$ cat src/rtl/segment_transition_ctl.sv
// Segment transition controller: arms a read-segment switch on UPDATE and takes it
// on the selected trigger (index wrap, system time, GPIO, external toggle or immediate).
module segment_transition_ctl #(
  parameter logic [15:0] REP_INFINITE = 16'hFFFF
) (
  input  logic        CLK,
  input  logic        RST_N,
  input  logic        UPDATE,
  input  logic        REQ_RD_SEGMENT,
  input  logic [7:0]  TRANSITION_MODE,
  input  logic [63:0] TRANSITION_VALUE,
  input  logic [15:0] REP0,
  input  logic [15:0] REP1,
  input  logic [63:0] SYS_TIME,
  input  logic [3:0]  GPIO_IN,
  input  logic        IDX_WRAP,
  output logic        SEGMENT,
  output logic        STOP,
  output logic        PENDING,
  output logic [15:0] LOOP_CNT
);

  localparam logic [7:0] MODE_SYNC_IDX  = 8'h00;
  localparam logic [7:0] MODE_SYS_TIME  = 8'h01;
  localparam logic [7:0] MODE_GPIO      = 8'h02;
  localparam logic [7:0] MODE_EXT       = 8'h03;
  localparam logic [7:0] MODE_IMMEDIATE = 8'hFF;

  typedef enum logic [1:0] {IDLE, WAIT_TRIG, EXT_RUN} state_t;

  state_t      state_q, state_d;
  logic        seg_sh_q, seg_sh_d;
  logic [7:0]  mode_q, mode_d;
  logic [63:0] val_q, val_d;
  logic [15:0] rep0_q, rep0_d;
  logic [15:0] rep1_q, rep1_d;
  logic        ext_q, ext_d;
  logic        segment_q, segment_d;
  logic        stop_q, stop_d;
  logic [15:0] loop_cnt_q, loop_cnt_d;
  logic        mode_ok, trig;
  logic [16:0] wrap_res;

  // Returns {stop, loop_cnt} after one wrap; count saturates, stop holds the count.
  function automatic logic [16:0] wrap_count(input logic [15:0] cnt, input logic stop,
                                             input logic [15:0] rep);
    logic [16:0] inc;
    logic [15:0] sat;
    inc = {1'b0, cnt} + 17'd1;
    sat = inc[16] ? 16'hFFFF : inc[15:0];
    if (stop) return {1'b1, cnt};
    return {(rep != REP_INFINITE) && (inc == ({1'b0, rep} + 17'd1)), sat};
  endfunction

  always_comb begin
    mode_ok = (TRANSITION_MODE == MODE_SYNC_IDX) || (TRANSITION_MODE == MODE_SYS_TIME) ||
              (TRANSITION_MODE == MODE_GPIO) || (TRANSITION_MODE == MODE_EXT) ||
              (TRANSITION_MODE == MODE_IMMEDIATE);
    case (mode_q)
      MODE_SYNC_IDX, MODE_EXT: trig = IDX_WRAP;
      MODE_SYS_TIME:           trig = (SYS_TIME >= val_q);
      MODE_GPIO:               trig = GPIO_IN[val_q[1:0]];
      default:                 trig = 1'b0;
    endcase
    wrap_res = wrap_count(loop_cnt_q, stop_q, segment_q ? rep1_q : rep0_q);
  end

  always_comb begin
    state_d    = state_q;
    seg_sh_d   = seg_sh_q;
    mode_d     = mode_q;
    val_d      = val_q;
    rep0_d     = rep0_q;
    rep1_d     = rep1_q;
    ext_d      = ext_q;
    segment_d  = segment_q;
    stop_d     = stop_q;
    loop_cnt_d = loop_cnt_q;
    if (UPDATE && mode_ok) begin
      seg_sh_d = REQ_RD_SEGMENT;
      mode_d   = TRANSITION_MODE;
      val_d    = TRANSITION_VALUE;
      rep0_d   = REP0;
      rep1_d   = REP1;
      if (TRANSITION_MODE == MODE_IMMEDIATE) begin
        state_d    = IDLE;
        ext_d      = 1'b0;
        segment_d  = REQ_RD_SEGMENT;
        stop_d     = 1'b0;
        loop_cnt_d = '0;
      end else begin
        state_d = WAIT_TRIG;
        ext_d   = (TRANSITION_MODE == MODE_EXT);
        // The active segment keeps counting its wraps until the new request fires.
        if (IDX_WRAP && state_q != EXT_RUN) begin
          stop_d     = wrap_res[16];
          loop_cnt_d = wrap_res[15:0];
        end
      end
    end else begin
      case (state_q)
        IDLE: begin
          if (IDX_WRAP) begin
            stop_d     = wrap_res[16];
            loop_cnt_d = wrap_res[15:0];
          end
        end
        WAIT_TRIG: begin
          if (trig) begin
            state_d    = ext_q ? EXT_RUN : IDLE;
            segment_d  = seg_sh_q;
            stop_d     = 1'b0;
            loop_cnt_d = '0;
          end else if (IDX_WRAP) begin
            stop_d     = wrap_res[16];
            loop_cnt_d = wrap_res[15:0];
          end
        end
        EXT_RUN: begin
          if (IDX_WRAP) begin
            segment_d  = ~segment_q;
            loop_cnt_d = '0;
          end
        end
        default: state_d = IDLE;
      endcase
    end
  end

  always_ff @(posedge CLK or negedge RST_N) begin
    if (!RST_N) begin
      state_q    <= IDLE;
      seg_sh_q   <= 1'b0;
      mode_q     <= '0;
      val_q      <= '0;
      rep0_q     <= '0;
      rep1_q     <= '0;
      ext_q      <= 1'b0;
      segment_q  <= 1'b0;
      stop_q     <= 1'b0;
      loop_cnt_q <= '0;
    end else begin
      state_q    <= state_d;
      seg_sh_q   <= seg_sh_d;
      mode_q     <= mode_d;
      val_q      <= val_d;
      rep0_q     <= rep0_d;
      rep1_q     <= rep1_d;
      ext_q      <= ext_d;
      segment_q  <= segment_d;
      stop_q     <= stop_d;
      loop_cnt_q <= loop_cnt_d;
    end
  end

  assign SEGMENT  = segment_q;
  assign STOP     = stop_q;
  assign PENDING  = (state_q == WAIT_TRIG);
  assign LOOP_CNT = loop_cnt_q;

endmodule
$ cat config.mk
export PLATFORM = sky130hd
export DESIGN_NAME = segment_transition_ctl
export DESIGN_NICKNAME = d
export VERILOG_FILES = /design/src/rtl/segment_transition_ctl.sv
export SDC_FILE = /design/constraint.sdc
export NUM_CORES = 1
export LEC_CHECK = 0
export BUFFER_PORTS_ARGS = -buffer_cell sky130_fd_sc_hd__buf_2
export CELL_PAD_IN_SITES_DETAIL_PLACEMENT = 2
export CELL_PAD_IN_SITES_GLOBAL_PLACEMENT = 2
export CORE_UTILIZATION = 34
export DETAILED_ROUTE_END_ITERATION = 12
export PLACE_DENSITY = 0.95
export SLEW_MARGIN = 10
export SYNTH_ARGS = -nofsm -noshare
export SYNTH_HDL_FRONTEND = slang
export SYNTH_SLANG_ARGS = --single-unit
$ cat constraint.sdc
create_clock -name CLK -period 5.05 [get_ports CLK]
set_input_delay 0.7575 -clock CLK [delete_from_list [all_inputs] [get_ports CLK]]
set_output_delay 0.7575 -clock CLK [all_outputs]
set_load 0.02 [all_outputs]
==> results.md, run 1 <==
Outcome:
- The flow ran to the end, and the final reports show no timing, DRC or antenna violations.

Yosys:
- Sorting the synthesized cells by how often they occur yields 219 x sky130_fd_sc_hd__nand2_1, 126 x sky130_fd_sc_hd__dfrtp_1, 80 x sky130_fd_sc_hd__inv_1.
- Counting flops and latches in the post-synthesis netlist gives 126.
- The number of distinct library cells after synthesis is between 60 and 70.
- The largest total area in the synthesized netlist belongs to sky130_fd_sc_hd__dfrtp_1.
- In the synthesized netlist the async set-or-reset flop fraction comes to 1.00.
- After synthesis, the cell types taking the most area are sky130_fd_sc_hd__dfrtp_1 40%, sky130_fd_sc_hd__ha_1 11%, sky130_fd_sc_hd__nand2_1 10%.
- A synthesized cell averages 8.63 um^2.
- The cell with the most instances after synthesis is sky130_fd_sc_hd__nand2_1.
- The most used flip-flop cell after synthesis is sky130_fd_sc_hd__dfrtp_1.
- For this run, the register share of the synthesized area comes to 0.400.
- The cell count after synthesis is approximately 910.
- Yosys printed 0 warnings.
- The area fraction of the dominant cell type after synthesis is 0.400.
- The number of nets in the synthesized netlist is 1158.
- The total standard cell area after synthesis is 7880 um^2.
- Yosys mapped a number of flops with a built-in enable equal to 0.

Die:
- The total number of placement rows is 55.
- For this configuration, the core starts out at a cell density of 0.347.
- The floorplan step defined a die boundary enclosing ~24000 um^2.
- The die is 154 um tall.
- The core region area is around 23000 um^2.
- For this design the top-level I/O count stands at just under 200.
- Measured along the x axis, the die boundary spans 154 um.

Clock network:
- The H-tree generated during clock tree synthesis spans 4 levels.
- The setup fix buffers added after clock tree synthesis is 0.
- Clock-pin slew was measured on the worst setup and hold paths at 0.06 ns.
- The number of gates resized after CTS was 0.
- The maximum number of buffers from clock root to sink is 2.
- The clock insertion delay at the later pin of the skew report is 0.43 ns.
- The count of clock tree sinks is about 130.
- The clock tree from TritonCTS is built.
- The number of clock buffers inserted by TritonCTS is 17.
- The number of hold buffers added after CTS was 0.
- The cell sitting at the root of the clock tree is a sky130_fd_sc_hd__clkbuf_16.

Placement:
- Input and output buffers added on the ports amount to between 150 and 200.
- Once placement completed, the tool counted placed cells totaling 1363.
- The post-DP HPWL is around 23000 um.
- Once placement finished, the instance area stood at 9110 um^2.
- The global placer's final weighted congestion is 0.813.

Power and ir drop:
- The static leakage is just under 5 nW.
- The analysis attributes to net switching a power of about 1.6 mW.
- The fraction of power spent switching nets is 0.394.
- The peak ir drop on the vdd network is 0.000232 V.
- The cell-internal power is 2.41 mW.
- The part of the power in the clock network is 0.307.
- Of the total power, registers draw 0.350.
- The areal power density over the cells is around 400 nW/um^2.
- The share of total power dissipated in combinational logic is 0.343.

STA:
- The fmax is 280 MHz.
- The final hold violation count is 0.
- The routed design could run at a clock period as short as 3.57 ns.
- The setup TNS is 0 ns.
- The final max-slew violation count came to 0.
- At the pin with the least slew margin, the transition time is 1.14 ns.
- The relative slew slack is 0.236.
- The number of setup violations in the final report is 0.
- The final setup skew is 0.00900 ns.
- Of the available clock period, the critical path in the final layout requires 0.707.
- Setup repair after global routing left no endpoint under its margin.

Global routing:
- The number of antenna violations at the first check in global routing is 7.
- The total overflow left after global routing is 0.
- The via count of the first global-routing pass came to 8854.
- The first global-routing pass estimated 49900 um of wire.
- Entering global routing, the biggest net connects 107 pins.
- Across every metal layer, demand over resource in global routing totals 0.277.

Detailed routing:
- After detailed routing, the number of vias per cell comes to 5.57.
- The total number of vias is 7799.
- After detailed routing, the average wire length per cell comes to 23.0 um.
- The final layout contains routed wiring with a total length of between 30000 and 40000 um.
- The count of nets left with antenna violations once routing finished came out at 0.
- The number of DRC markers after the initial detailed-route iteration is 400.
- The pre-antenna-repair detailed-routing pass consisted of 5 iterations.
- The DRC violations left is 0.

Cells and area:
- After the last flow step, the layout net total stands at 1343.
- Counting the fill cells in the layout gives 2514.
- The final instance count without filler cells is 1401.
- The multi-input gate area in the final layout is 4280 um^2.
- In the final layout, flip-flops and latches occupy 3150 um^2.
- The area overhead of the layout relative to synthesis is 23.0%.
- After routing the design area is 9680 um^2.
- In the final layout, the share of cells above drive strength 1 is 0.232.

Worst setup path:
- In this run the worst setup path begins at SEGMENT$_DFFE_PN0P_.
- On the critical path the largest part of the delay comes from compound AO/OA/AOI/OAI gates.
- For this run, the slowest stage of the critical path takes 0.78 ns.
- The cell repeated most along the worst path is sky130_fd_sc_hd__inv_1.
- The kind of end point of the critical path is a flip-flop.
- The type of the worst setup path is reg2reg.
- The largest fanout of any net on the critical path is 16.
- The combined buffer and inverter count along the critical path is 2.
- The data arrival at the endpoint of the critical path is roughly 4 ns.
- The worst setup path is launched from a flip-flop.
- The signal on the critical path passes through mux2i_1 > inv_1 > ha_1 > inv_1 > a211oi_2 > a21oi_1 > o22ai_1 > xor2_1 > o2111ai_1 > nor4_1 > o22a_1.
- The worst endpoint required time is 5.41 ns.
- The slowest stage cell on the critical path is sky130_fd_sc_hd__dfrtp_1.
- In this run the critical register-to-register path is launched from SEGMENT$_DFFE_PN0P_.

Run:
- The max capacitance violation total is 0.

Hold path:
- The worst hold path belongs to the class in2async.
[power by group through the flow]
stage / Combinational (mW) / Clock (mW) / Sequential (mW)
floorplan: 0.888 / 0 / 1.34
global placement: 1.19 / 0 / 1.36
detailed placement: 1.31 / 0 / 1.39
CTS: 1.36 / 1.24 / 1.39
global route: 1.50 / 1.27 / 1.41
finish: 1.36 / 1.22 / 1.39
[cell usage in the layout (no fill, tap or decap), types with 3 or more instances in the layout]
cell | netlist | layout
sky130_fd_sc_hd__nor3_1 | 10 | 10
sky130_fd_sc_hd__o22ai_1 | 4 | 4
sky130_fd_sc_hd__nor2b_1 | 3 | 3
sky130_fd_sc_hd__buf_2 | 7 | 194
sky130_fd_sc_hd__nor2_1 | 14 | 14
sky130_fd_sc_hd__inv_6 | 0 | 5
sky130_fd_sc_hd__nand3b_1 | 5 | 5
sky130_fd_sc_hd__nand4_1 | 22 | 22
sky130_fd_sc_hd__a21o_1 | 7 | 7
sky130_fd_sc_hd__nor4_1 | 10 | 10
sky130_fd_sc_hd__ha_1 | 69 | 69
sky130_fd_sc_hd__clkbuf_16 | 0 | 17
sky130_fd_sc_hd__diode_2 | 0 | 6
sky130_fd_sc_hd__o211ai_1 | 3 | 3
sky130_fd_sc_hd__a31oi_1 | 23 | 23
sky130_fd_sc_hd__nand3_1 | 39 | 39
sky130_fd_sc_hd__o21ai_0 | 76 | 75
sky130_fd_sc_hd__a31o_2 | 3 | 3
sky130_fd_sc_hd__dfrtp_1 | 126 | 126
sky130_fd_sc_hd__inv_1 | 80 | 80
sky130_fd_sc_hd__mux2_2 | 3 | 3
sky130_fd_sc_hd__a21oi_1 | 43 | 43
sky130_fd_sc_hd__clkinvlp_4 | 0 | 3
sky130_fd_sc_hd__clkinv_4 | 0 | 3
sky130_fd_sc_hd__and4_1 | 6 | 6
sky130_fd_sc_hd__mux2i_1 | 14 | 14
sky130_fd_sc_hd__xor2_1 | 8 | 8
sky130_fd_sc_hd__xnor2_1 | 29 | 29
sky130_fd_sc_hd__buf_4 | 0 | 6
sky130_fd_sc_hd__a221oi_2 | 3 | 3
sky130_fd_sc_hd__nand2b_1 | 3 | 3
sky130_fd_sc_hd__nand2_1 | 219 | 219
sky130_fd_sc_hd__and3_1 | 6 | 6
[cells by family after synthesis]
family                   synth area share
adder cells (fa/ha/maj)             0.110
XOR/XNOR                           0.0442
AO/OA/AOI/OAI                       0.147
flip-flops                          0.400
multiplexers                       0.0249
buffers and inverters              0.0583
AND/OR/NAND/NOR                     0.215
[metal layers]
layer	global-route usage	part of all wire	vias up
met3	0.0605	0.045	90
li1	-	-	3548
met2	0.488	0.51	249
met5	0	0.00084	-
met4	0.147	0.041	4
met1	0.314	0.41	3908
[worst paths after layout]
path / endpoint / slack [ns] / depth (start not counted)
max reg2reg: STOP$_DFFE_PN0P_ / 1.48 / 11
max: STOP$_DFFE_PN0P_ / 1.48 / 11
min reg2reg: rep0_q[10]$_DFFE_PN0P_ / 0.49 / 2
min: val_q[60]$_DFFE_PN0P_ / 0.39 / 1
max in group asynchronous: rep0_q[12]$_DFFE_PN0P_ / 3.62 / 2
min in group CLK: rep0_q[10]$_DFFE_PN0P_ / 0.49 / 2
[sequential cells by signal, indices dropped and copies added (netlist names), 2 cells and up]
name and count:
LOOP_CNT 16, state_q 2, rep0_q 16, mode_q 8, rep1_q 16, val_q 64
[final cells by class]
cell class | instances | share of cell area
diodes | 6 | 0.00155
inverters | 80 | 0.0310
flip-flops and latches | 126 | 0.326
multi-input cells | 672 | 0.442
well taps | 285 | 0.0368
clock buffers | 18 | 0.0443
repair buffers | 200 | 0.105
clock inverters | 14 | 0.0137
[metrics by stage]
step | util | hold WS [ns] | worst slack, ns | power [mW]
floorplan | - | 0.438 | 2.28 | 2.23
global placement | 0.401 | 0.455 | 1.38 | 2.55
detailed placement | 0.401 | 0.473 | 1.13 | 2.71
CTS | 0.426 | 0.414 | 1.50 | 3.99
global route | 0.426 | 0.445 | 1.32 | 4.18
finish | 0.426 | 0.388 | 1.48 | 3.97
Power figures use the tool's default switching activity.
==> inputs of run 2 (changes only) <==
--- a/config.mk
+++ b/config.mk
@@ -8,9 +8,9 @@
 export BUFFER_PORTS_ARGS = -buffer_cell sky130_fd_sc_hd__buf_2
 export CELL_PAD_IN_SITES_DETAIL_PLACEMENT = 2
 export CELL_PAD_IN_SITES_GLOBAL_PLACEMENT = 2
-export CORE_UTILIZATION = 34
+export CORE_UTILIZATION = 29
 export DETAILED_ROUTE_END_ITERATION = 12
-export PLACE_DENSITY = 0.95
+export PLACE_DENSITY = 0.89
 export SLEW_MARGIN = 10
 export SYNTH_ARGS = -nofsm -noshare
 export SYNTH_HDL_FRONTEND = slang
==> constraint.sdc (replaced) <==
create_clock -name CLK -period 3.1 [get_ports CLK]
set_input_delay 0.465 -clock CLK [delete_from_list [all_inputs] [get_ports CLK]]
set_output_delay 0.465 -clock CLK [all_outputs]
set_load 0.02 [all_outputs]
==> results.md, run 2 (synthesis gave the netlist of run 1 again) <==
Power and ir drop:
- The peak ir drop on the vdd network is 0.000270 V.
- The static leakage is between 4 and 5 nW.
- The sum of internal, switching and leakage power is 6.53 mW.
- In this run the power density over the cells is 654 nW/um^2.

Worst setup path:
- The kind of end point of the critical path is a flip-flop.
- Along the worst path, the maximum fanout reaches 27.
- Measured in cells, the most critical reg-to-reg path has a length of 11.
- The worst flop-to-flop path startpoint is val_q[1]$_DFFE_PN0P_.
- The top cell family by delay on the critical path is compound AO/OA/AOI/OAI gates.
- The worst endpoint required time is about 3.4 ns.
- The critical path goes through inv_1 > ha_1 > nor2b_1 > o211ai_1 > a21boi_0 > o41ai_2 > a31oi_1 > o21ai_4 > buf_12 > nand3_1 > a31oi_1.
- For this run, the slowest stage of the critical path takes just under 0.6 ns.
- STA puts the critical path data arrival time at roughly 3.2 ns.
- The category of the worst setup path launch point is a flip-flop.
- By startpoint and endpoint, the worst setup path is classified as reg2reg.
- Together, buffers and inverters on the worst path number 2.
- The worst setup slack for register-to-register paths is 0.24 ns.
- The slowest stage cell on the critical path is sky130_fd_sc_hd__o41ai_2.
- The capturing point of the worst reg2reg path is LOOP_CNT[15]$_DFFE_PN0P_.
- The cell repeated most along the worst path is sky130_fd_sc_hd__a31oi_1.

Clock network:
- The count of clock tree sinks is 126.
- In this run the deepest clock path goes through 2 buffers.
- TritonCTS built the clock tree.
- The H-tree was split into 4 levels.
- Buffers added to address setup during post-CTS repair amount to 0.
- Clock latency on the worst-skew pair, taken at its later pin, is 0.42 ns.
- The number of clock buffers inserted by TritonCTS is 17.
- The clock tree root buffer cell is sky130_fd_sc_hd__clkbuf_16.
- After clock tree synthesis, the clock-pin slew on the worst setup and hold paths is 0.06 ns.

STA:
- The setup TNS is 0 ns.
- The final hold violation count is 0.
- Setup slack closes at between 0.2 and 0.25 ns.
- Setup repair after global routing left no endpoint under its margin.
- The final max-slew violation count is 0.
- The clock arrives with 0.0127 ns of skew.
- The worst pin sits at a relative slew slack of 0.518.
- In the finished design, the share of the clock period the worst path needs comes to 0.924.
- For this run, the top clock speed supported by timing is 349 MHz.
- For the finished layout, the period the worst path requires is 2.86 ns.
- On the final layout, the worst hold slack is between 0.08 and 0.09 ns.
- The number of setup violations in the final report is 0.
- The transition at the pin with the smallest max-transition slack is 0.723 ns.

Cells and area:
- The library cells used most frequently in the layout, excluding fill and tap cells, are 219 x sky130_fd_sc_hd__nand2_1, 194 x sky130_fd_sc_hd__buf_2, 125 x sky130_fd_sc_hd__dfrtp_1.
- The share of layout cells above drive strength 1 is 0.249.
- The number of inserted filler cells in the final layout is just over 3000.
- The flip-flop count of the largest register after layout is 64.
- The area overhead of the layout relative to synthesis is 26.8%.
- Leaving out fill and tap cells, the most frequent cell in the layout is sky130_fd_sc_hd__nand2_1.
- The area taken by flip-flops and latches is 3150 um^2.
- The register with the most flip-flops is val_q.
- The multi-input gate area in the final layout is 4310 um^2.
- The finished cells cover 9980 um^2.
- The final instance count without filler cells is roughly 1500.
- The final core utilization is 0.379.
- The number of nets in the layout is 1362.

Die:
- The horizontal die dimension is 167 um.
- The die covers 27800 um^2.
- The floorplan has roughly 60 rows.
- For this design the top-level I/O count stands at between 150 and 200.
- For this configuration, the core starts out at a cell density of 0.299.
- The core region area is between 20000 and 30000 um^2.
- The floorplan step set the die height to between 150 and 200 um.

Placement:
- The count of placed standard cells including taps is 1432.
- The global placer's final weighted congestion is approximately 0.8.
- At the placement stage, the worst setup path has a slack of -0.184 ns.
- The quantity of I/O buffers inserted on ports is approximately 200.
- Once detailed placement completed, the half-perimeter wirelength came to 21700 um.
- The instance area after placement is 9360 um^2.

Detailed routing:
- After detailed routing, the average wire length per cell comes to 19.4 um.
- After detailed routing, the total wire length is 28500 um.
- The DRC violations left is 0.
- The total number of vias is around 7600.
- After detailed routing, the number of vias per cell comes to 5.19.
- For this run, the detailed router's first-pass iteration total came to 4.
- The number of DRC markers after the initial detailed-route iteration is 317.
- The remaining antenna violation count is 0.

Run:
- Across the run, the number of max-cap violations was 0.

Global routing:
- The final global-route overflow total is 0.
- The number of antenna violations at the first check in global routing came to 6.
- The first global-routing pass estimated 45500 um of wire.
- The via count of the first global-routing pass is approximately 8500.
- The largest net degree at the start of global routing is 109.
- For this run, the total global-route usage over all layers was measured as 0.208.

Outcome:
- The flow ran to the end, and the final reports show no timing, DRC or antenna violations.

Hold path:
- The path class of the tightest hold or removal check is in2async.
==> run 2: worst max-delay path by stage <==
stage,from,endpoint,slack [ns],depth (start not counted)
5_1_grt,val_q[44]$_DFFE_PN0P_,LOOP_CNT[2]$_DFFE_PN0P_,0.03,11
2_1_floorplan,SEGMENT$_DFFE_PN0P_,STOP$_DFFE_PN0P_,0.41,12
4_1_cts,SEGMENT$_DFFE_PN0P_,STOP$_DFFE_PN0P_,0.02,11
6_report,val_q[1]$_DFFE_PN0P_,LOOP_CNT[15]$_DFFE_PN0P_,0.24,11
3_3_place_gp,SYS_TIME[59],LOOP_CNT[12]$_DFFE_PN0P_,-0.01,11
3_5_place_dp,SYS_TIME[59],LOOP_CNT[2]$_DFFE_PN0P_,-0.18,11
==> run 2: report_power, final <==
part	switching (mW)	total, mW	internal [mW]
logic	1.34	2.27	0.931
clock network	0.838	2.04	1.20
registers	0.247	2.22	1.97
==> run 2: final cells by class <==
type / instances / share of cell area
clock buffers: 19 / 0.0434
well taps: 335 / 0.0420
flip-flops and latches: 126 / 0.316
multi-input cells: 672 / 0.432
diodes: 2 / 0.000501
repair buffers: 219 / 0.121
clock inverters: 13 / 0.0155
inverters: 80 / 0.0301
==> run 2: worst reg2reg max path: stages (launching register included) <==
cell	delay, ns
sky130_fd_sc_hd__dfrtp_1	0.40
sky130_fd_sc_hd__inv_1	0.11
sky130_fd_sc_hd__ha_1	0.25
sky130_fd_sc_hd__nor2b_1	0.13
sky130_fd_sc_hd__o211ai_1	0.16
sky130_fd_sc_hd__a21boi_0	0.13
sky130_fd_sc_hd__o41ai_2	0.59
sky130_fd_sc_hd__a31oi_1	0.26
sky130_fd_sc_hd__o21ai_4	0.25
sky130_fd_sc_hd__buf_12	0.20
sky130_fd_sc_hd__nand3_1	0.09
sky130_fd_sc_hd__a31oi_1	0.20
==> run 2: routing by layer <==
layer,vias to the layer above,GRT usage,share of wire
li1,3571,-,-
met1,3796,0.262,0.45
met2,190,0.358,0.50
met3,43,0.0392,0.036
met4,6,0.0680,0.020
met5,-,0,0.0014
==> run 2: repair_timing <==
item / CTS / global route
hold buffers: 0 / 0
setup endpoints to repair: 4 / 18
gates resized for setup: 2 / 4
==> inputs of run 3 (changes only) <==
--- a/config.mk
+++ b/config.mk
@@ -8,6 +8,7 @@
 export BUFFER_PORTS_ARGS = -buffer_cell sky130_fd_sc_hd__buf_2
 export CELL_PAD_IN_SITES_DETAIL_PLACEMENT = 2
 export CELL_PAD_IN_SITES_GLOBAL_PLACEMENT = 2
+export CORE_MARGIN = 3
 export CORE_UTILIZATION = 29
 export DETAILED_ROUTE_END_ITERATION = 12
 export PLACE_DENSITY = 0.89
==> results.md, run 3 (synthesis gave the netlist of run 1 again) <==
Outcome:
- The flow ran to the end, and the final reports show no timing, DRC or antenna violations.

Clock network:
- In this run the clock root is driven by a sky130_fd_sc_hd__clkbuf_16.
- After clock tree synthesis, the setup repair step added 0 buffers.
- The count of clock tree sinks is 126.
- For the worst-skew pair, the clock arrives at the later sink with an insertion delay of 0.43 ns.
- Clock-pin slew was measured on the worst setup and hold paths at around 0.070 ns.
- In this run the number of H-tree levels came out at 4.
- The total of hold buffers inserted after clock tree synthesis is 0.
- The maximum number of buffers from clock root to sink is 2.
- TritonCTS built the clock tree.
- Clock tree synthesis inserted a total of 17 buffers.

Placement:
- The count of buffers added on input and output ports is 195.
- At the placement stage, the worst setup path has a slack of -0.243 ns.
- The post-DP HPWL is 21700 um.
- The instance area after placement is between 9000 and 10000 um^2.
- The global placer's final weighted congestion is 0.838.

STA:
- The number of setup violations in the final report is 0.
- The setup TNS is 0 ns.
- The final hold violation count is 0.
- For the pin with the worst max-slew slack, the measured transition is 0.735 ns.
- The least setup slack across all paths after layout is 0.250 ns.
- The final setup skew is 0.0143 ns.
- Subtracting the final worst setup slack from the clock period gives between 2 and 3 ns.
- The fmax is around 350 MHz.
- The final max-slew violation count came to 0.
- In this run the tightest slew margin relative to its limit is 0.510.
- The final critical-path share of the clock period is 0.919.
- Setup repair after global routing left no endpoint under its margin.

Cells and area:
- The most common cell after layout, fill and taps aside is sky130_fd_sc_hd__nand2_1.
- The area overhead of the layout relative to synthesis is 27.1%.
- For this run, the post-layout net count is approximately 1400.
- In the layout the commonest cells are 219 x sky130_fd_sc_hd__nand2_1, 194 x sky130_fd_sc_hd__buf_2, 125 x sky130_fd_sc_hd__dfrtp_1.
- In the final layout, the share of cells above drive strength 1 is 0.250.
- The register with the most flip-flops is val_q.
- The flip-flop count of the largest register after layout is 64.
- The area of all placed cells without fillers is 10000 um^2.

Die:
- The total area inside the core boundary comes to between 20000 and 30000 um^2.
- The die area is just under 30000 um^2.
- The horizontal die dimension is 171 um.
- In this run the core area contains 59 standard-cell rows.
- The die is 171 um tall.
- The I/O pin total is around 200.
- The starting utilization of the core area is 0.299.

Detailed routing:
- The met3 wire length is 1150 um.
- The aggregate routed wire length is 28400 um.
- The remaining antenna violation count is 0.
- In the final routed layout, each cell accounts on average for 19.4 um.
- The DRC violations left is 0.
- The amount of wire on met2 after detailed routing is 14000 um.
- For this block, the initial DRC count from the detailed router was 359.
- The routed metal-1 wire length is around 13000 um.
- The total number of vias is 7593.
- For this run, the detailed router's first-pass iteration total came to 4.
- The average via count per standard cell is 5.17.
- The uppermost signal routing layer after detailed routing is met5.

Hold path:
- The kind of path behind the tightest hold check is in2async.

Worst setup path:
- The largest fanout of any net on the critical path is 27.
- Data on the critical path is required at its endpoint by 3.44 ns.
- The type of the worst setup path is reg2reg.
- Tracing the worst setup path back leads to its startpoint at val_q[51]$_DFFE_PN0P_.
- The worst flop-to-flop path startpoint is val_q[51]$_DFFE_PN0P_.
- The endpoint identified for the worst register-to-register timing path is LOOP_CNT[10]$_DFFE_PN0P_.
- The kind of end point of the critical path is a flip-flop.
- The category of the worst setup path launch point is a flip-flop.
- Data on the critical path arrives at its endpoint at 3.19 ns.
- The worst setup slack for register-to-register paths is around 0.25 ns.
- The cell count of the worst reg-to-reg path is 11.

Power and ir drop:
- Across the VDD grid, the largest voltage drop is 0.000300 V.
- For this design the static power due to leakage is 4.97 nW.
- Power spread over the standard cell area amounts to 655 nW/um^2.

Global routing:
- For this run the aggregate overflow at the end of global routing stands at 0.
- The via count of the first global-routing pass came to 8331.
- Across every metal layer, demand over resource in global routing totals 0.197.
- The largest net degree at the start of global routing is ~130.
- The first global-routing pass estimated 45200 um of wire.
- The number of antenna violations at the first check in global routing is 4.

Run:
- Across the run, the number of max-cap violations was 0.
-- run 3: repair_timing --
item,in CTS,in global routing
setup endpoints to repair,13,18
pin swaps,0,0
resized for setup,1,2
-- run 3: worst max-delay path by stage --
stage / depth (start not counted) / to
detailed placement: 11 / LOOP_CNT[10]$_DFFE_PN0P_
finish: 11 / LOOP_CNT[10]$_DFFE_PN0P_
global placement: 11 / LOOP_CNT[8]$_DFFE_PN0P_
CTS: 11 / LOOP_CNT[10]$_DFFE_PN0P_
floorplan: 12 / STOP$_DFFE_PN0P_
global route: 11 / LOOP_CNT[12]$_DFFE_PN0P_
-- run 3: metrics by stage --
step / util / instances / total power [mW] / hold slack, ns
detailed placement: 0.357 / 1437 / 4.48 / 0.470
finish: 0.380 / 1470 / 6.55 / 0.144
global route: 0.380 / 1470 / 7.01 / 0.192
floorplan: - / 912 / 3.63 / 0.169
global placement: 0.357 / 1437 / 4.29 / 0.452
CTS: 0.379 / 1469 / 6.64 / 0.190
-- run 3: where the power goes --
group	switching (mW)	internal, mW	total [mW]
clock	0.869	1.22	2.08
combinational	1.33	0.936	2.26
sequential	0.239	1.97	2.21
-- run 3: final cells by class --
type | instances | area (um^2)
clock buffers | 18 | 429
clock inverters | 14 | 169
multi-input cells | 672 | 4290
fillers | 2975 | 16300
diodes | 1 | 2.50
inverters | 80 | 300
flip-flops and latches | 126 | 3150
well taps | 335 | 419
repair buffers | 224 | 1250
-- run 3: critical path, cell delays in order (launching register included) --
cell	delay, ns
sky130_fd_sc_hd__dfrtp_1	0.36
sky130_fd_sc_hd__inv_1	0.08
sky130_fd_sc_hd__ha_1	0.25
sky130_fd_sc_hd__a21oi_1	0.15
sky130_fd_sc_hd__o21ai_0	0.12
sky130_fd_sc_hd__a221oi_1	0.45
sky130_fd_sc_hd__o2111ai_1	0.24
sky130_fd_sc_hd__a211o_1	0.39
sky130_fd_sc_hd__o21ai_4	0.23
sky130_fd_sc_hd__buf_12	0.20
sky130_fd_sc_hd__nand3_1	0.09
sky130_fd_sc_hd__a31oi_1	0.18
-- run 3: metal layers --
layer,global-route usage,vias up
li1,-,3584
met1,0.255,3803
met2,0.337,161
met3,0.0390,39
met4,0.0494,6
met5,0,-
